<file path="config.mk">
export PLATFORM = sky130hd
export DESIGN_NAME = fop_window_counter
export DESIGN_NICKNAME = d
export VERILOG_FILES = /design/src/rtl/fop_pkg.sv /design/src/rtl/fop_classify.sv /design/src/rtl/fop_window_counter.sv
export SDC_FILE = /design/constraint.sdc
export NUM_CORES = 1
export LEC_CHECK = 0
export BUFFER_PORTS_ARGS = -buffer_cell sky130_fd_sc_hd__buf_2
export CORE_MARGIN = 1
export CORE_UTILIZATION = 50
export CTS_CLUSTER_DIAMETER = 50
export CTS_CLUSTER_SIZE = 8
export DETAILED_ROUTE_END_ITERATION = 7
export GPL_TIMING_DRIVEN = 0
export PLACE_DENSITY_LB_ADDON = 0.12
export SYNTH_ARGS = -nofsm -noshare
export SYNTH_HDL_FRONTEND = slang
export SYNTH_HIERARCHICAL = 1
export SYNTH_SLANG_ARGS = --single-unit
</file>
<file path="constraint.sdc">
create_clock -name clk -period 1.85 [get_ports clk]
set_clock_uncertainty 0.2 [all_clocks]
set_input_delay 0.555 -clock clk [delete_from_list [all_inputs] [get_ports clk]]
set_output_delay 0.555 -clock clk [all_outputs]
set_load 0.02 [all_outputs]
</file>
<file path="src/rtl/fop_pkg.sv">
`default_nettype none
// fop_pkg: shared FoP mask, window-counter state type and counter-width helper.
// Rev 1.0
package fop_pkg;

  // Bit n set when n is Fibonacci or prime: {0,1,2,3,5,7,8,11,13}
  localparam logic [15:0] FOP_MASK = 16'h29AF;

  typedef enum logic [1:0] {
    IDLE   = 2'd0,
    ACCUM  = 2'd1,
    REPORT = 2'd2
  } state_e;

  function automatic int cnt_width(input int window);
    return $clog2(window + 1);
  endfunction

endpackage
`default_nettype wire

</file>
<file path="src/rtl/fop_classify.sv">
`default_nettype none
// fop_classify: combinational Fibonacci-or-Prime decision for one nibble.
// Rev 1.0
module fop_classify
  import fop_pkg::*;
(
  input  logic [3:0] data_i,
  output logic       fop_o
);

  assign fop_o = FOP_MASK[data_i];

endmodule
`default_nettype wire

</file>
<file path="src/rtl/fop_window_counter.sv">
`default_nettype none
// fop_window_counter: per-window FoP hit count and longest hit run over a
// valid/ready stream. Macro FOP_RUN_TRACK_EN enables max_run (else tied to 0). Rev 1.0
module fop_window_counter
  import fop_pkg::*;
#(
  parameter  int WINDOW = 16,
  localparam int CNT_W  = cnt_width(WINDOW)
) (
  input  logic             clk,
  input  logic             rst_n,
  input  logic             clear,
  input  logic             in_valid,
  output logic             in_ready,
  input  logic [3:0]       in_data,
  output logic             hit_flag,
  output logic             out_valid,
  input  logic             out_ready,
  output logic [CNT_W-1:0] hit_cnt,
  output logic [CNT_W-1:0] max_run
);

  state_e           state_q;
  logic [CNT_W-1:0] smp_q, smp_d;
  logic [CNT_W-1:0] hits_q, hits_d;
  logic [CNT_W-1:0] hit_cnt_q;
  logic             hit_flag_q;
  logic             out_valid_q;
  logic             hit;
  logic             accept;
  logic             last;
  logic             handshake;

  fop_classify u_classify (
    .data_i (in_data),
    .fop_o  (hit)
  );

  assign in_ready  = (state_q != REPORT);
  assign accept    = in_valid && in_ready;
  assign handshake = (state_q == REPORT) && out_ready;
  assign last      = (smp_q == CNT_W'(WINDOW - 1));
  assign hits_d    = hits_q + CNT_W'(hit);
  assign smp_d     = smp_q + CNT_W'(1);

  assign hit_flag  = hit_flag_q;
  assign out_valid = out_valid_q;
  assign hit_cnt   = hit_cnt_q;

  always_ff @(posedge clk or negedge rst_n) begin
    if (!rst_n) begin
      state_q     <= IDLE;
      smp_q       <= '0;
      hits_q      <= '0;
      hit_cnt_q   <= '0;
      hit_flag_q  <= 1'b0;
      out_valid_q <= 1'b0;
    end else if (clear) begin
      // Abort wins over any sample or handshake presented this cycle
      state_q     <= IDLE;
      smp_q       <= '0;
      hits_q      <= '0;
      out_valid_q <= 1'b0;
    end else begin
      case (state_q)
        IDLE, ACCUM: begin
          if (accept) begin
            hit_flag_q <= hit;
            hits_q     <= hits_d;
            if (last) begin
              smp_q       <= '0;
              hit_cnt_q   <= hits_d;
              out_valid_q <= 1'b1;
              state_q     <= REPORT;
            end else begin
              smp_q   <= smp_d;
              state_q <= ACCUM;
            end
          end
        end
        REPORT: begin
          if (out_ready) begin
            hits_q      <= '0;
            out_valid_q <= 1'b0;
            state_q     <= IDLE;
          end
        end
        default: state_q <= IDLE;
      endcase
    end
  end

`ifdef FOP_RUN_TRACK_EN
  logic [CNT_W-1:0] run_q, run_d;
  logic [CNT_W-1:0] best_q, best_d;
  logic [CNT_W-1:0] max_run_q;

  assign run_d   = hit ? (run_q + CNT_W'(1)) : '0;
  assign best_d  = (run_d > best_q) ? run_d : best_q;
  assign max_run = max_run_q;

  always_ff @(posedge clk or negedge rst_n) begin
    if (!rst_n) begin
      run_q     <= '0;
      best_q    <= '0;
      max_run_q <= '0;
    end else if (clear) begin
      run_q  <= '0;
      best_q <= '0;
    end else if (accept) begin
      run_q  <= run_d;
      best_q <= best_d;
      if (last) begin
        max_run_q <= best_d;
      end
    end else if (handshake) begin
      run_q  <= '0;
      best_q <= '0;
    end
  end
`else
  assign max_run = '0;
`endif

endmodule
`default_nettype wire
</file>
==> results by group <==
Yosys
  – #FFs+latches synth: 19
  – Cell variety after synth: 39
  – Synth Flop Type: dfrtp_1
  – Post-synth EDFFs: 0
  – Largest family of logic cells by synthesized area: simple AND/OR/NAND/NOR gates
  – Syn_area_per_cell: between 10 and 15 um2
  – Post-synthesis cell count: 90
  – Xor and xnor area share after synthesis: 0.0352
  – Seq/Total Area, Yosys: 0.478
  – Post-Syn Area: 995 um2
  – Synth Warn #: 6
  – Synth Area in Compound Gates: 0.126
  – Mux cell area share after synthesis: 0.0440
  – Post-Synth Adder-Cell Area: 0.0503
  – Simple-gate share of the synthesized area: 0.206
  – Async SR Flop Fraction: 1.00

STA
  – RSZ-0062 raised after global routing: true
  – Setup-failing EPs final: 3
  – Setup WS post-layout: -0.0767 ns
  – Tmin final: 1.93 ns
  – Fmax: 0.519 GHz
  – Final Max Tran Viols: 0
  – Final hold viol count: 0
  – Crit share post-route: 1.04

GRT
  – First-pass GRT wire length: 3020 um
  – Vias in the first global route: 683
  – GRT Total Usage: 0.201
  – Initial antenna violation count: 0
  – Total grt overflow: 0
  – Largest net degree at the start of global routing: 20

Setup path
  – CP Data Arrival Time: 1.91 ns
  – Kind of critical path: primary input to register
  – Worst Setup End Kind: register
  – Data required, critical path: around 1.8 ns
  – CP Launch Type: primary input
  – FF-to-FF Start: smp_q[0]
  – Max FO, Critical Path: 4
  – R2R setup slack: 0.10 ns
  – R2r endpoint: hit_cnt[0]
  – R2R cell count: 4

Hold path
  – Hold WC Path Type: register to register
  – Hold path start: hit_flag
  – Worst hold endpoint: hit_flag
  – Hold depth: 2

Finish
  – Layout Nets: 130
  – Post-route cell area: 1270 um2
  – Share of cells above drive strength 1: 0.405
  – Layout area overhead: 27.3%
  – Inserted Diodes: 0

Pwr
  – P_leak: 0.608 nW
  – Switch share: 0.269
  – Internal power: 0.562 mW
  – Peak VDD IR: between 0.5 and 0.6 mV
  – Combinational cell fraction of total power: 0.156
  – Power Density: around 600 nW/um2
  – Clk pwr share: 0.276
  – Power, Total: between 0.7 and 0.8 mW
  – P_sw: 0.207 mW
  – Sequential Power Share: 0.568

Clock tree
  – Clock slew at reported path FFs: between 0.1 and 0.15 ns
  – CTS sink count: 19
  – Worst skew pair latency: ~0.30 ns
  – CTS H-Tree Depth: 1
  – CTS Buf Count: 3
  – Clock root buffer: clkbuf_4
  – Clock Tree Buf Depth: 2
  – CTS tree: yes

Route
  – Total Wirelength: 1890 um
  – Routed vias/inst: 5.40
  – Antenna Nets Post-Route: 0
  – DRT Pass-1 Iters: 4
  – Residual DRC count: 0
  – Initial DRC Count: 19
  – Via count: 762
  – Avg WL per Cell: 13.4 um

Placed design
  – DP Area: roughly 1200 um2
  – Hpwl dp: around 1400 um
  – Final GP Congestion: 0.791
  – I/O Buffers: 16

Status
  – Violated checks: setup timing
  – Status: complete, but fails checks

Floorplan
  – Rows: 15
  – DIE HEIGHT: 46.6 um
  – Io pins: 22
  – Core area: 1800 um2
  – Die footprint: 2170 um2
  – Initial core utilization: 0.552
  – Die width: between 40 and 50 um

Flow run
  – MaxCap Viol Count: 0
[cell usage after synthesis, drive strengths merged, types with 2 or more instances]
| library cell | instances | area, um2 |
|---|---|---|
| nor2 | 4 | 15.0 |
| a22o | 2 | 17.5 |
| dfrtp | 19 | 475 |
| o21ai | 4 | 20.0 |
| nor3b | 3 | 38.8 |
| ha | 4 | 50.1 |
| o2bb2ai | 2 | 17.5 |
| nand2 | 9 | 36.3 |
| buf | 6 | 48.8 |
| mux2 | 3 | 33.8 |
| xor2 | 4 | 35.0 |
| nand3 | 4 | 20.0 |
| a21oi | 4 | 20.0 |
| nand2b | 3 | 18.8 |
[final cells by class]
cell class,count,area [um2]
buffer,7,52.6
clock buffer,3,22.5
clock inverter,1,5.00
fill,149,536
inverter,1,16.3
multi-input combinational,67,548
sequential,19,477
tap,25,31.3
timing repair buffer,18,114
[worst max path at each step]
| stage | start | to | cells after the start |
|---|---|---|---|
| after floorplan | in_data[1] | hits_q[4] | 9 |
| after global routing | in_data[1] | hit_cnt[2] | 9 |
| after detailed placement | in_data[1] | hits_q[4] | 10 |
| after CTS | in_data[1] | hit_cnt[2] | 9 |
| final | in_data[1] | hit_cnt[2] | 9 |
| after global placement | in_data[1] | hits_q[4] | 10 |
[power by group through the flow]
stage | sequential, mW | clock (mW) | combinational [mW]
4_1_cts | 0.437 | 0.215 | 0.118
3_5_place_dp | 0.445 | 0 | 0.110
2_1_floorplan | 0.447 | 0 | 0.0678
3_3_place_gp | 0.444 | 0 | 0.105
6_report | 0.437 | 0.212 | 0.120
5_1_grt | 0.439 | 0.236 | 0.133
[worst max-delay path: stages]
cell and delay, ns:
buf_8 0.09, inv_12 0.03, ha_4 0.13, mux2i_1 0.16, a22oi_2 0.12, ha_2 0.22
ha_4 0.18, xor2_1 0.15, mux2_4 0.28
[metrics by stage]
stage,util,TNS (ns),hold slack (ns),std cells,setup slack (ns)
after CTS,0.690,-0.0423,0.291,140,-0.0242
after global placement,0.651,-3.91,0.255,135,-0.490
final,0.703,-0.119,0.286,141,-0.0767
after floorplan,-,-1.18,0.0594,94,-0.200
after detailed placement,0.651,-4.44,0.265,135,-0.553
after global routing,0.703,-0.261,0.297,141,-0.0882
[registers in the layout, summed over array words and instances (netlist names)]
| register | cells |
|---|---|
| state_q | 2 |
| hit_cnt | 5 |
| smp_q | 5 |
| hit_flag | 1 |
| out_valid | 1 |
| hits_q | 5 |
[layout by cell type, fill, tap and decap left out, drive strengths merged, types with 2 or more instances in the layout]
| cell | n |
|---|---|
| buf | 23 |
| dfrtp | 19 |
| nand2 | 9 |
| conb | 5 |
| a21oi | 4 |
| nor2 | 4 |
| nand3 | 4 |
| clkbuf | 4 |
| xor2 | 4 |
| o21ai | 4 |
| ha | 4 |
| nand2b | 3 |
| mux2 | 3 |
| nor3b | 3 |
| o2bb2ai | 2 |
| a22o | 2 |
[metal layers]
metal,part of all wire,wire length [um],track usage
met4,0.0063,12,0.0882
met1,0.46,862,0.249
met2,0.49,927,0.328
met5,0,0,0
met3,0.048,91,0.0471
[logic make-up (layout without fill, tap and decap cells)]
group | after synthesis | count (layout)
DFF | 19 | 19
xor gates and xnor gates | 4 | 4
other | 1 | 5
and+or+nand+nor | 32 | 32
AOI/OAI and AO/OA | 18 | 18
buffers and inverters | 8 | 30
muxes | 4 | 4
adders and majority gates | 4 | 4
[repair_timing]
item,in CTS,in global routing
buffers inserted,0,1
hold buffers,1,0
gates cloned,0,0
endpoints found under the hold margin,19,0
resized for setup,7,3
endpoints found under the setup margin,9,5
pin swaps,5,3
No activity file was read; power rests on OpenSTA's default activity.
